===== config.mk =====
export PLATFORM = sky130hd
export DESIGN_NAME = seq_signed_multiplier
export DESIGN_NICKNAME = d
export VERILOG_FILES = /design/src/rtl/seq_signed_multiplier.sv
export SDC_FILE = /design/constraint.sdc
export NUM_CORES = 1
export LEC_CHECK = 0
export ABC_CLOCK_PERIOD_IN_PS = 6300
export CAP_MARGIN = 15
export CORE_MARGIN = 2
export CORE_UTILIZATION = 42
export CTS_BUF_LIST = sky130_fd_sc_hd__clkbuf_2 sky130_fd_sc_hd__clkbuf_4 sky130_fd_sc_hd__clkbuf_8
export CTS_CLUSTER_DIAMETER = 100
export DETAILED_ROUTE_END_ITERATION = 16
export PLACE_DENSITY_LB_ADDON = 0.15
export SLEW_MARGIN = 15
export SYNTH_ARGS = -nofsm -noshare
export SYNTH_HDL_FRONTEND = slang
export SYNTH_SLANG_ARGS = --single-unit

===== constraint.sdc =====
create_clock -name clk -period 6.3 [get_ports clk]
set_clock_uncertainty 0.2 [all_clocks]
set_input_delay 1.26 -clock clk [delete_from_list [all_inputs] [get_ports clk]]
set_output_delay 1.26 -clock clk [all_outputs]
set_load 0.05 [all_outputs]

===== src/rtl/seq_signed_multiplier.sv =====
// seq_signed_multiplier
// Multi-cycle radix-2 Booth multiplier with valid/ready handshakes on the
// operand side (src_*) and the product side (dest_*). One WIDTH+1 bit
// adder/subtractor is reused for WIDTH+1 steps per transaction.
//
// Optional build macro: MULT_UNSIGNED_EN
//   defined   -> is_signed port present; is_signed=0 zero-extends a and b
//   undefined -> no is_signed port; operands are always sign-extended
//
// state | meaning
// ------+---------------------------------------------------------------
// IDLE  | waiting for operands, src_ready=1
// CALC  | one Booth step (add/sub + arithmetic shift) per cycle
// DONE  | product held with dest_valid=1 until dest_ready
module seq_signed_multiplier #(
  parameter int WIDTH = 16
) (
  input  logic                 clk,
  input  logic                 rst_n,
  input  logic                 src_valid,
  output logic                 src_ready,
  input  logic [WIDTH-1:0]     a,
  input  logic [WIDTH-1:0]     b,
`ifdef MULT_UNSIGNED_EN
  input  logic                 is_signed,
`endif
  output logic                 dest_valid,
  input  logic                 dest_ready,
  output logic [2*WIDTH-1:0]   product
);

  // Extended operand width and accumulator layout:
  // acc = {upper (EW bits), extended multiplier (EW bits), q-1 (1 bit)}
  localparam int EW = WIDTH + 1;
  localparam int AW = 2 * WIDTH + 3;
  localparam int CW = $clog2(WIDTH + 2);
  localparam logic [CW-1:0] LAST_STEP = CW'(WIDTH);

  typedef enum logic [1:0] {
    IDLE = 2'd0,
    CALC = 2'd1,
    DONE = 2'd2
  } state_t;

  state_t          state;
  state_t          state_nxt;
  logic            accept;
  logic            last_step;
  logic            ext_en;
  logic [EW-1:0]   a_ext;
  logic [EW-1:0]   b_ext;
  logic [EW-1:0]   mcand;
  logic [AW-1:0]   acc;
  logic [AW-1:0]   acc_shift;
  logic [EW-1:0]   upper_sum;
  logic [CW-1:0]   step;

`ifdef MULT_UNSIGNED_EN
  assign ext_en = is_signed;
`else
  assign ext_en = 1'b1;
`endif

  // Extension to WIDTH+1 bits means the add/subtract can never overflow.
  assign a_ext = {ext_en & a[WIDTH-1], a};
  assign b_ext = {ext_en & b[WIDTH-1], b};

  // Outputs decode from registered state only, so no input reaches an output.
  assign src_ready  = (state == IDLE);
  assign dest_valid = (state == DONE);

  // State register
  always_ff @(posedge clk or negedge rst_n) begin
    if (!rst_n) begin
      state <= IDLE;
    end else begin
      state <= state_nxt;
    end
  end

  // Next-state decode and handshake/step qualifiers
  always_comb begin
    state_nxt = state;
    accept    = 1'b0;
    last_step = 1'b0;
    case (state)
      IDLE: begin
        if (src_valid) begin
          accept    = 1'b1;
          state_nxt = CALC;
        end
      end
      CALC: begin
        if (step == LAST_STEP) begin
          last_step = 1'b1;
          state_nxt = DONE;
        end
      end
      DONE: begin
        if (dest_ready) begin
          state_nxt = IDLE;
        end
      end
      default: state_nxt = IDLE;
    endcase
  end

  // One Booth step: examine {q0, q-1}, add/sub into the upper half, then
  // shift the whole accumulator right arithmetically by one.
  always_comb begin
    upper_sum = acc[AW-1 -: EW];
    case (acc[1:0])
      2'b01:   upper_sum = acc[AW-1 -: EW] + mcand;
      2'b10:   upper_sum = acc[AW-1 -: EW] - mcand;
      default: upper_sum = acc[AW-1 -: EW];
    endcase
    acc_shift = {upper_sum[EW-1], upper_sum, acc[EW:1]};
  end

  // Datapath registers: operand capture, step iteration, product load
  always_ff @(posedge clk or negedge rst_n) begin
    if (!rst_n) begin
      mcand   <= '0;
      acc     <= '0;
      step    <= '0;
      product <= '0;
    end else if (accept) begin
      mcand <= a_ext;
      acc   <= {{EW{1'b0}}, b_ext, 1'b0};
      step  <= '0;
    end else if (state == CALC) begin
      acc  <= acc_shift;
      step <= step + CW'(1);
      if (last_step) begin
        product <= acc_shift[2*WIDTH:1];
      end
    end
  end

endmodule

Yosys cells after proc, flatten, opt, wreduce, memory -nomap -nowiden
Index checks and enable logic that the tools add are counted.
- add/subtract/negate cells: 3
- equal/unequal tests: 8
- mux-type cells: 13
- bitwise gates (word level): 1
- reduce and logical (&&, ||, !) cells: 4
- operator list (operator ; count):
    2-to-1 mux 35 bit ; 2
    case mux 17 bit (2 select lines) ; 1
    adder 17 bit ; 1
    subtractor 17 bit ; 1
    2-to-1 mux 5 bit ; 2
    2-to-1 mux 2 bit ; 3
    case mux 2 bit (3 select lines) ; 1
    AND reduction 3 bit ; 2
    adder 5 x 1 -> 5 bit (second input constant) ; 1
    == test 5 bit (second input constant) ; 1
    == test 2 x 1 -> 1 bit (second input constant) ; 2
    == test 2 bit (second input constant) ; 2
    2-to-1 mux 1 bit ; 4
    != test 2 bit (second input constant) ; 2
    logical NOT 2 bit ; 1
    != test 2 x 1 -> 1 bit (second input constant) ; 1
    nonzero test 2 bit ; 1
    NOT 1 bit ; 1
- bits in registers: 90
- bits of input ports: 36
- output and inout bits: 34
- logic and storage cells: 34

Logic depth before layout (Yosys ltp)
- depth after elaboration: 4
- depth in mapped cells: 15
- gate-level depth less buffers: 14

Least setup slack after synthesis
No wires, ideal clock.
- path type: register to register
- start: reg acc[0]
- end: reg product[28]
- library setup time: 69 ps
- data arrival time: 2794 ps
- required time: 6031 ps
- path slack: 3237 ps
- cell stages (with the launch flop): 15
- buffers on the path: 2
- period minus slack after synthesis: 3063 ps
- path through: dfrtp_1 inv_1 ha_1 buf_4 clkbuf_1 a31oi_1 xnor2_1 ha_1 and2_1 o21ai_1 a31oi_2 a31oi_1 or2_1 or4_1 nand3_1
- cells in the longest elaborated chain, start to end: 2
- elaborated cells on any way between the ends: 3
- those cells by class: eq/ne: 2; mux: 1
- ends and longest elaborated chain (what ; RTL line ; text):
    start: declaration ; 53 ; logic [AW-1:0] acc;
    start signal: assignment ; 129 ; acc <= {{EW{1'b0}}, b_ext, 1'b0};
    start signal: assignment ; 132 ; acc <= acc_shift;
    == test 2 bit or == test 2 x 1 -> 1 bit (tied branches) ; 112 ; case (acc[1:0])
    case mux 17 bit (2 select lines) (*) ; 112 ;
    end signal: assignment ; 135 ; product <= acc_shift[2*WIDTH:1];
    end: declaration ; 29 ; output logic [2*WIDTH-1:0] product
Every way passes the cells marked *; elsewhere a longest branch is shown, timed or not.
A chain may end at the register's enable or synchronous reset.

Final worst setup path
Same ends and word-level chain as after synthesis.

==> flow_summary_export.csv <==
group,metric,value,unit
timing,fmax,0.286,GHz
route,postRouteWirelength,11.2,mm
layout,share_of_final_layout_standard_cells_stronger_than_drive_strength_1,0.0868,
route,dr_total_vias,3826,
route,drt_pre_antenna_iters,4,
route,detail-route-antenna-nets,0,
global_routing,antenna_violations_before_repair,0,
clock_network,post-cts-setup-buffers,0,
timing,fin_setup_tns,0,ps
global_routing,grt.met2_usage,0.321,
synth,post_synth_inst_count,512,
layout,finish.utilization,0.530,
synth,syn-cell-area,4760,um2
layout,areaGrowthSynthToFinish,21.8,%
place,dpl_worst_slack,2820,ps
timing,final-hold-violation-count,0,
worst_setup_path,critical_path.reg2reg.startpoint,"acc[0]",
die,rows,38,
clock_network,htree_num_levels,3,
synth,yosysUniqueCellTypes,53,
timing,slew_violations,0,
global_routing,top_usage_layer,"met2",
synth,syn_area_per_cell,9.30,um2
global_routing,grt_max_degree,55,
worst_setup_path,worst-setup-path-type,"reg -> reg",
die,floorplan.io_pins,70,
global_routing,grtUsageMet1,0.241,
clock_network,cts_buffers,9,
route,initial_drt_markers,194,
timing,post-route-period-util,0.556,
worst_setup_path,critical_path.cell_chain,"inv_1 -> ha_1 -> mux2_2 -> fa_1 -> nand2b_1 -> a21o_1 -> a31oi_2 -> a31oi_1 -> or2_1 -> or4_1 -> nand3_1",
worst_setup_path,launching_instance_or_port_of_the_critical_path,"acc[0]",
global_routing,wire_length_of_the_first_global_routing_pass,19.2,mm
die,initial_core_util,0.435,
clock_network,numClockSinks,89,
worst_setup_path,required,6410,ps
worst_setup_path,worst_path_dominant_cell_family,"simple AND/OR/NAND/NOR gates",
worst_setup_path,cp.buffers_inverters,1,
worst_setup_path,timing.critical_path.slowest_cell_delay,460,ps
clock_network,tritoncts,"built",
die,die_w,110,um
clock_network,clk_pin_slew_worst_paths,90,ps
layout,stdcell_count,716,
synth,syn_nets,569,
hold_path,hp-class,"reg -> reg",
worst_setup_path,critical_path_peak_fanout,17,
synth,synth_edf_count,0,
global_routing,grt_util_all_layers,0.194,
hold_path,hold_start,"product[22]",
place,place.detailed.hpwl,8.03,mm
route,routed_via_density,5.34,
clock_network,cts_hold_buffers,0,
clock_network,clock_tree_buffer_depth,2,
timing,worst_slew_margin_rel,0.273,
global_routing,grt.met3_usage,0.0565,
timing,timing.final.crit_period,3500,ps
synth,synth_common_cells,"sky130_fd_sc_hd__nand2_1 (107), sky130_fd_sc_hd__dfrtp_1 (89), sky130_fd_sc_hd__o21ai_0 (29), sky130_fd_sc_hd__nor2_1 (28)",
die,die_height,110,um
clock_network,cts.repair.resized,0,
worst_setup_path,setup.worst_path.start_class,"flip-flop",
clock_network,clk-insertion-delay-late,370,ps
synth,synth_top_cell_area_share,0.468,
route,wire_per_inst,15.7,um
timing,setup_violations,0,
place,gp_congestion,0.849,
die,core_area,10900,um2
timing,finalWorstSetupSlack,2800,ps
synth,post_synth_main_area_contributors,"sky130_fd_sc_hd__dfrtp_1 (47%), sky130_fd_sc_hd__nand2_1 (8.4%), sky130_fd_sc_hd__ha_1 (5.3%), sky130_fd_sc_hd__mux2_2 (4.3%), sky130_fd_sc_hd__xnor2_1 (3.7%)",
layout,finish.net_count,628,
synth,seq_area_frac_synth,0.468,
synth,most_repeated_cell_in_the_gate_level_netlist_after_synthesis,"sky130_fd_sc_hd__nand2_1",
synth,yosys_warnings,0,
worst_setup_path,worstPathArrival,3610,ps
run,timing.max_cap.violations,0,
synth,primary_ff_master_synth,"sky130_fd_sc_hd__dfrtp_1",
route,drc,0,
global_routing,first_global_vias,4029,
synth,ys_async_sr_fraction,1.00,
worst_setup_path,end_kind,"flip-flop",
layout,antennaDiodeCount,0,
die,die_area,12200,um2
run_status,status,"completed",
synth,synth_top_area_cell,"sky130_fd_sc_hd__dfrtp_1",
worst_setup_path,minimum_setup_slack_among_reg_to_reg_paths,2800,ps
clock_network,clk_root_buffer_cell,"sky130_fd_sc_hd__clkbuf_8",
place,port_buffers,69,
synth,ys_ff_latch,89,
global_routing,grt_overflow,0,
place,dp.cells,700,
worst_setup_path,cpMaxStageDelayCell,"sky130_fd_sc_hd__ha_1",
timing,unrepaired_setup_endpoints_after_global_routing,"no",
timing,tightest_slew,1090,ps
## path summary, 6_finish.rpt
path	end	depth (start not counted)
min reg2reg	product[22]	2
max	product[28]	11
max in group asynchronous	acc[5]	2
min in group asynchronous	product[23]	1
max reg2reg	product[28]	11
min	product[22]	2
## registers in the layout, summed over array words and instances, names as in the netlist
register / count
acc: 34
product: 32
mcand: 16
step: 5
state: 2
## per-stage QoR
step | hold WS, ps | cell area [um2]
after floorplan | 249 | 4760
after global placement | 265 | 5570
after detailed placement | 270 | 5570
after CTS | 289 | 5800
after global routing | 315 | 5800
final | 284 | 5800
## layout by cell type (no fill, tap or decap), drive strengths merged, types with 4 or more instances in the layout
cell	instances
nor3	8
xor2	4
a21oi	23
clkbuf	10
nand2b	5
dfrtp	89
buf	7
nand3	23
nor2b	4
a22oi	15
a31oi	7
clkdlybuf4s50	68
o31ai	6
a211oi	5
o21ai	44
nor2	28
mux2i	5
mux2	18
inv	12
nand2	107
a21o	8
xnor2	20
ha	20
## cells by family (layout without fill, tap and decap cells)
logic type | Yosys count | after routing | share of synthesized area
AO/OA/AOI/OAI | 122 | 122 | 0.160
flip-flops | 89 | 89 | 0.468
XOR/XNOR | 24 | 24 | 0.0442
adder cells (fa/ha/maj) | 21 | 21 | 0.0568
multiplexers | 23 | 23 | 0.0531
buffers and inverters | 38 | 102 | 0.0308
AND/OR/NAND/NOR | 195 | 195 | 0.188
## worst register-to-register path, stage by stage (launching register included)
cell	delay [ps]
sky130_fd_sc_hd__dfrtp_1	360
sky130_fd_sc_hd__inv_1	70
sky130_fd_sc_hd__ha_1	460
sky130_fd_sc_hd__mux2_2	420
sky130_fd_sc_hd__fa_1	420
sky130_fd_sc_hd__nand2b_1	180
sky130_fd_sc_hd__a21o_1	180
sky130_fd_sc_hd__a31oi_2	200
sky130_fd_sc_hd__a31oi_1	150
sky130_fd_sc_hd__or2_1	280
sky130_fd_sc_hd__or4_1	410
sky130_fd_sc_hd__nand3_1	90
## layer usage
metal,up-vias,wire (um)
met1,1838,5040
li1,1900,-
met3,17,529
met4,0,289
met5,-,0
met2,71,5350
## layout make-up
cell class	count	area (um2)
Fill cell	1021	5140
Multi-Input combinational cell	385	2390
Sequential cell	89	2230
Timing Repair Buffer	75	733
Tap cell	140	175
Clock buffer	10	138
Clock inverter	6	90.1
Inverter	11	41.3
Power is left out: the tool's default activity adds up to more than one toggle a clock period on the data nets, which glitch-free logic cannot reach.
